==> src/rtl/crc_frame_ctrl.sv <==
// Frame controller for a bit-serial CRC engine: accepts a byte stream, feeds it
// MSB first to the engine and captures the finished CRC at the end of the frame.
module crc_frame_ctrl #(
  parameter int LEN_W = 8
) (
  input  logic             clk,
  input  logic             rst,
  input  logic             cfg_mode,
  input  logic [15:0]      cfg_poly,
  input  logic [LEN_W-1:0] frame_len,
  input  logic             start,
  input  logic             abort,
  input  logic             s_valid,
  output logic             s_ready,
  input  logic [7:0]       s_data,
  output logic             crc_init,
  output logic             crc_valid,
  output logic             crc_data,
  output logic             crc_mode,
  output logic [15:0]      crc_poly,
  input  logic [15:0]      crc_in,
  output logic             busy,
  output logic             done,
  output logic [15:0]      result
);

  typedef enum logic [2:0] {
    ST_IDLE,
    ST_INIT,
    ST_LOAD,
    ST_SHIFT,
    ST_SETTLE,
    ST_DONE
  } state_t;

  state_t           r_state;
  logic             r_mode;
  logic [15:0]      r_poly;
  logic [LEN_W-1:0] r_remain;
  logic [7:0]       r_shift;
  logic [2:0]       r_bitCnt;
  logic [15:0]      r_result;
  logic             r_sReady;
  logic             r_crcInit;
  logic             r_crcValid;
  logic             r_crcData;
  logic             r_busy;
  logic             r_done;

  // Outputs are registered alongside the state so each one is set on entry to its state.
  always_ff @(posedge clk) begin
    if (rst) begin
      r_state    <= ST_IDLE;
      r_mode     <= 1'b0;
      r_poly     <= 16'h0000;
      r_remain   <= '0;
      r_shift    <= 8'h00;
      r_bitCnt   <= 3'd0;
      r_result   <= 16'h0000;
      r_sReady   <= 1'b0;
      r_crcInit  <= 1'b0;
      r_crcValid <= 1'b0;
      r_crcData  <= 1'b0;
      r_busy     <= 1'b0;
      r_done     <= 1'b0;
    end else if (r_state != ST_IDLE && abort) begin
      r_state    <= ST_IDLE;
      r_sReady   <= 1'b0;
      r_crcInit  <= 1'b0;
      r_crcValid <= 1'b0;
      r_crcData  <= 1'b0;
      r_busy     <= 1'b0;
      r_done     <= 1'b0;
    end else begin
      case (r_state)
        ST_IDLE: begin
          if (start && !abort) begin
            r_mode    <= cfg_mode;
            r_poly    <= cfg_poly;
            r_remain  <= frame_len;
            r_crcInit <= 1'b1;
            r_busy    <= 1'b1;
            r_state   <= ST_INIT;
          end
        end
        ST_INIT: begin
          r_crcInit <= 1'b0;
          if (r_remain != '0) begin
            r_sReady <= 1'b1;
            r_state  <= ST_LOAD;
          end else begin
            r_state <= ST_SETTLE;
          end
        end
        ST_LOAD: begin
          if (s_valid) begin
            r_sReady   <= 1'b0;
            r_shift    <= {s_data[6:0], 1'b0};
            r_crcValid <= 1'b1;
            r_crcData  <= s_data[7];
            r_bitCnt   <= 3'd0;
            r_remain   <= r_remain - LEN_W'(1);
            r_state    <= ST_SHIFT;
          end
        end
        ST_SHIFT: begin
          // Last bit goes straight back to LOAD so a held s_valid costs only one cycle per byte.
          if (r_bitCnt == 3'd7) begin
            r_crcValid <= 1'b0;
            r_crcData  <= 1'b0;
            if (r_remain != '0) begin
              r_sReady <= 1'b1;
              r_state  <= ST_LOAD;
            end else begin
              r_state <= ST_SETTLE;
            end
          end else begin
            r_crcData <= r_shift[7];
            r_shift   <= {r_shift[6:0], 1'b0};
            r_bitCnt  <= r_bitCnt + 3'd1;
          end
        end
        ST_SETTLE: begin
          r_result <= r_mode ? crc_in : {8'h00, crc_in[7:0]};
          r_done   <= 1'b1;
          r_state  <= ST_DONE;
        end
        ST_DONE: begin
          r_done  <= 1'b0;
          r_busy  <= 1'b0;
          r_state <= ST_IDLE;
        end
        default: begin
          r_state <= ST_IDLE;
        end
      endcase
    end
  end

  assign s_ready   = r_sReady;
  assign crc_init  = r_crcInit;
  assign crc_valid = r_crcValid;
  assign crc_data  = r_crcData;
  assign crc_mode  = r_mode;
  assign crc_poly  = r_poly;
  assign busy      = r_busy;
  assign done      = r_done;
  assign result    = r_result;

endmodule

==> config.mk <==
export PLATFORM = sky130hd
export DESIGN_NAME = crc_frame_ctrl
export DESIGN_NICKNAME = d
export VERILOG_FILES = /design/src/rtl/crc_frame_ctrl.sv
export SDC_FILE = /design/constraint.sdc
export NUM_CORES = 1
export LEC_CHECK = 0
export CAP_MARGIN = 5
export CORE_MARGIN = 2
export CORE_UTILIZATION = 50
export CTS_CLUSTER_SIZE = 24
export DETAILED_ROUTE_END_ITERATION = 8
export DONT_BUFFER_PORTS = 1
export PLACE_DENSITY = 0.62
export SLEW_MARGIN = 20
export SYNTH_ARGS = -nofsm -noshare
export SYNTH_HDL_FRONTEND = slang
export SYNTH_SLANG_ARGS = --single-unit
==> constraint.sdc <==
create_clock -name clk -period 2.4 [get_ports clk]
set_input_delay 0.12 -clock clk [delete_from_list [all_inputs] [get_ports clk]]
set_output_delay 0.12 -clock clk [all_outputs]
set_load 0.005 [all_outputs]
==> flow_metrics.py <==
metrics = {
    "floorplanning": {
        "start_util": 0.5109,
        "die_area_sq_mm": 0.005743,
        "rows": 26,
        "coreArea_sq_mm": 0.005042,
        "dieWidth_um": 75.78,
        "die_h_um": 75.78,
        "pin_count": 93,
    },
    "global_routing": {
        "antenna_found_initial": 0,
        "overflow": 0,
        "grt_pass1_wl_mm": 9.246,
        "grt_start_max_net_pins": 50,
        "grt_usage": 0.2165,
        "grt_pass1_vias": 2017,
    },
    "critical_path": {
        "end_kind": "register",
        "cp_slowest_stage_delay_ns": 0.57,
        "cp_top_family": "buffers and inverters",
        "start_kind": "register",
        "worstPathMaxFanout": 16,
        "cp.arrival_ns": 2.27,
        "cp_cell_sequence": "inv_1, nor4_4, buf_4, nand3_1, a21oi_1, dlygate4sd3_1",
        "critical_path_required_ns": 2.67,
        "crit_buf_inv": 3,
        "crit_slowest_cell": "dlygate4sd3_1",
        "worstSetupPathType": "reg2reg",
    },
    "finish": {
        "antenna_cells": 0,
        "drive_gt1_frac": 0.07202,
        "finalNetCount": 413,
        "fillers": 465,
        "layoutNonFillerInstCount": 431,
        "syn_to_final_growth_pct": 24.72,
    },
    "route": {
        "wl_per_cell_um": 14.29,
        "first_pass_iters": 4,
        "route.detailed.drc": 0,
        "drt_iter0_drc": 93,
        "vias_per_cell": 5.394,
        "antenna_left": 0,
        "vias": 2325,
        "drt_wl_total_mm": 6.157,
    },
    "yosys": {
        "yosysTopAreaCell": "dfxtp_1",
        "synth_fp_nets": 379,
        "yosysSeqAreaShare": 0.4662,
        "yosys-top-cells-area": "dfxtp_1 (47%), nand2_1 (13%), a21oi_1 (8.9%), nor2_1 (2.6%), a311oi_1 (2.4%)",
        "async_reset_ff_frac": 0,
        "synth.distinct_cells": 46,
        "syn_inst": 322,
        "synth_ff_type": "dfxtp_1",
        "ys_warn_count": 0,
        "ys_ff_latch": 60,
        "yosysMostFrequentCell": "nand2_1",
        "syn_avg_cell_area_sq_um": 8.001,
        "synth_top_area_frac": 0.4662,
        "synthTopCellsByCount": "nand2_1 (86), dfxtp_1 (60), a21oi_1 (46)",
        "synthesis.area_sq_mm": 0.002576,
        "synth-edff-count": 0,
    },
    "sta": {
        "max_freq_mhz": 499.8,
        "slew_headroom": 0.5645,
        "maxSlewViolCount": 0,
        "fin_setup_tns_ns": 0,
        "fin_ws_ns": 0.3990,
        "holdWs_ns": 0.02633,
        "finalClockSkew_ns": 0.008347,
        "setup-violations-final": 0,
        "layout_worst_path_cycle_share": 0.8337,
        "tightest_slew_ns": 0.6523,
        "rsz0062_at_grt": "false",
        "layout_min_cycle_time_ns": 2.001,
        "hold_violations": 0,
    },
    "clock_tree": {
        "clkSlewWorstSetupHoldPaths_ns": 0.07,
        "clock_sinks": 60,
        "cts_root_buf": "clkbuf_8",
        "clk_latency_ns": 0.33,
        "numCtsBuffers": 9,
        "cts_tree": "yes",
        "htreeDepth": 3,
        "cts_max_path_buffers": 2,
    },
    "worst_hold_path": {
        "hp-class": "in2reg",
    },
    "pwr": {
        "switching_power_mw": 0.5358,
        "power_mw": 2.210,
        "p_int_mw": 1.674,
        "irDropWorstVdd_mv": 0.4557,
        "pwr-share-clk": 0.414,
        "power_frac_seq": 0.487,
        "p_per_area_mw_per_mm2": 687.8,
        "switching_share": 0.2425,
        "combPwrFrac": 0.099,
        "p_leak_nw": 1.145,
    },
    "placed_design": {
        "dpl.cell_count": 371,
        "numPortBuffers": 0,
        "dp_slack_ns": 0.4606,
        "dpl.hpwl_mm": 3.784,
        "gp_congestion": 0.7758,
    },
    "outcome": {
        "status": "completed",
    },
    "run": {
        "drv_cap": 0,
    },
}
==> placed cells by master, fill, tap and decap left out, drive strengths merged, types with 5 or more instances in the layout <==
| cell | synthesis | final |
|---|---|---|
| inv | 5 | 5 |
| nor2 | 18 | 18 |
| dfxtp | 60 | 60 |
| nand3 | 11 | 11 |
| clkbuf | 12 | 12 |
| dlygate4sd3 | 0 | 41 |
| o21ai | 12 | 12 |
| a21oi | 46 | 46 |
| a311oi | 7 | 7 |
| nand2 | 86 | 86 |
| buf | 11 | 5 |
==> worst register-to-register path: stages (launching register included) <==
cell,delay [ns]
dfxtp_2,0.46
inv_1,0.19
nor4_4,0.24
buf_4,0.25
nand3_1,0.10
a21oi_1,0.15
dlygate4sd3_1,0.57
==> cells by family after synthesis <==
logic type | share of synthesized area
AND/OR/NAND/NOR | 0.2613
AO/OA/AOI/OAI | 0.1860
flip-flops | 0.4662
buffers and inverters | 0.05197
multiplexers | 0.01991
adder cells (fa/ha/maj) | 0.01457
==> sequential cells by signal, summed over array words and instances, names as in the netlist <==
| signal | count |
|---|---|
| crc_poly | 16 |
| result | 16 |
| r_remain | 8 |
| r_shift | 7 |
| r_bitCnt | 3 |
| r_state | 3 |
| busy | 1 |
| crc_data | 1 |
| crc_init | 1 |
| crc_mode | 1 |
| crc_valid | 1 |
| done | 1 |
| s_ready | 1 |
==> stage by stage <==
stage / cell area, sq um / utilization
2_1_floorplan: 2576 / -
4_1_cts: 3197 / 0.6340
5_1_grt: 3213 / 0.6372
3_5_place_dp: 2564 / 0.5084
6_report: 3213 / 0.6372
3_3_place_gp: 2564 / 0.5084
==> path summary, 6_finish.rpt <==
path           startpoint          end  slack, ns  cells past startpoint
max            r_state[2]   result[14]       0.40                      6
min          frame_len[4]  r_remain[4]       0.03                      3
max reg2reg    r_state[2]   result[14]       0.40                      6
min reg2reg     result[3]    result[3]       0.47                      2
==> layer usage <==
| metal | up-vias | wire length [um] | track usage |
|---|---|---|---|
| met3 | 4 | 451 | 0.09392 |
| met2 | 66 | 3052 | 0.3400 |
| met1 | 1081 | 2595 | 0.2576 |
| li1 | 1174 | - | - |
| met4 | 0 | 57 | 0.09357 |
| met5 | - | 0 | 0 |
==> repair_timing <==
item | in CTS | in global routing
buffers inserted | 0 | 2
resized for setup | 0 | 1
setup endpoints to repair | 0 | 1
hold endpoints to repair | 49 | 0
hold buffers | 42 | 0
==> power by group through the flow <==
stage | registers, mW | logic [mW] | clock network (mW)
3_3_place_gp | 1.10 | 0.145 | 0
3_5_place_dp | 1.10 | 0.148 | 0
4_1_cts | 1.08 | 0.217 | 0.944
2_1_floorplan | 1.07 | 0.155 | 0
5_1_grt | 1.08 | 0.245 | 0.995
6_report | 1.08 | 0.219 | 0.915
==> cell type report <==
type,instances,area [sq um],share of cell area
clock buffer,12,155.1,0.04829
clock inverter,4,47.55,0.01480
inverter,5,18.77,0.005841
multi-input combinational,234,1241,0.3863
sequential,60,1202,0.3742
tap,70,87.58,0.02726
timing repair buffer,46,460.4,0.1433
No activity file was read; power rests on OpenSTA's default activity.
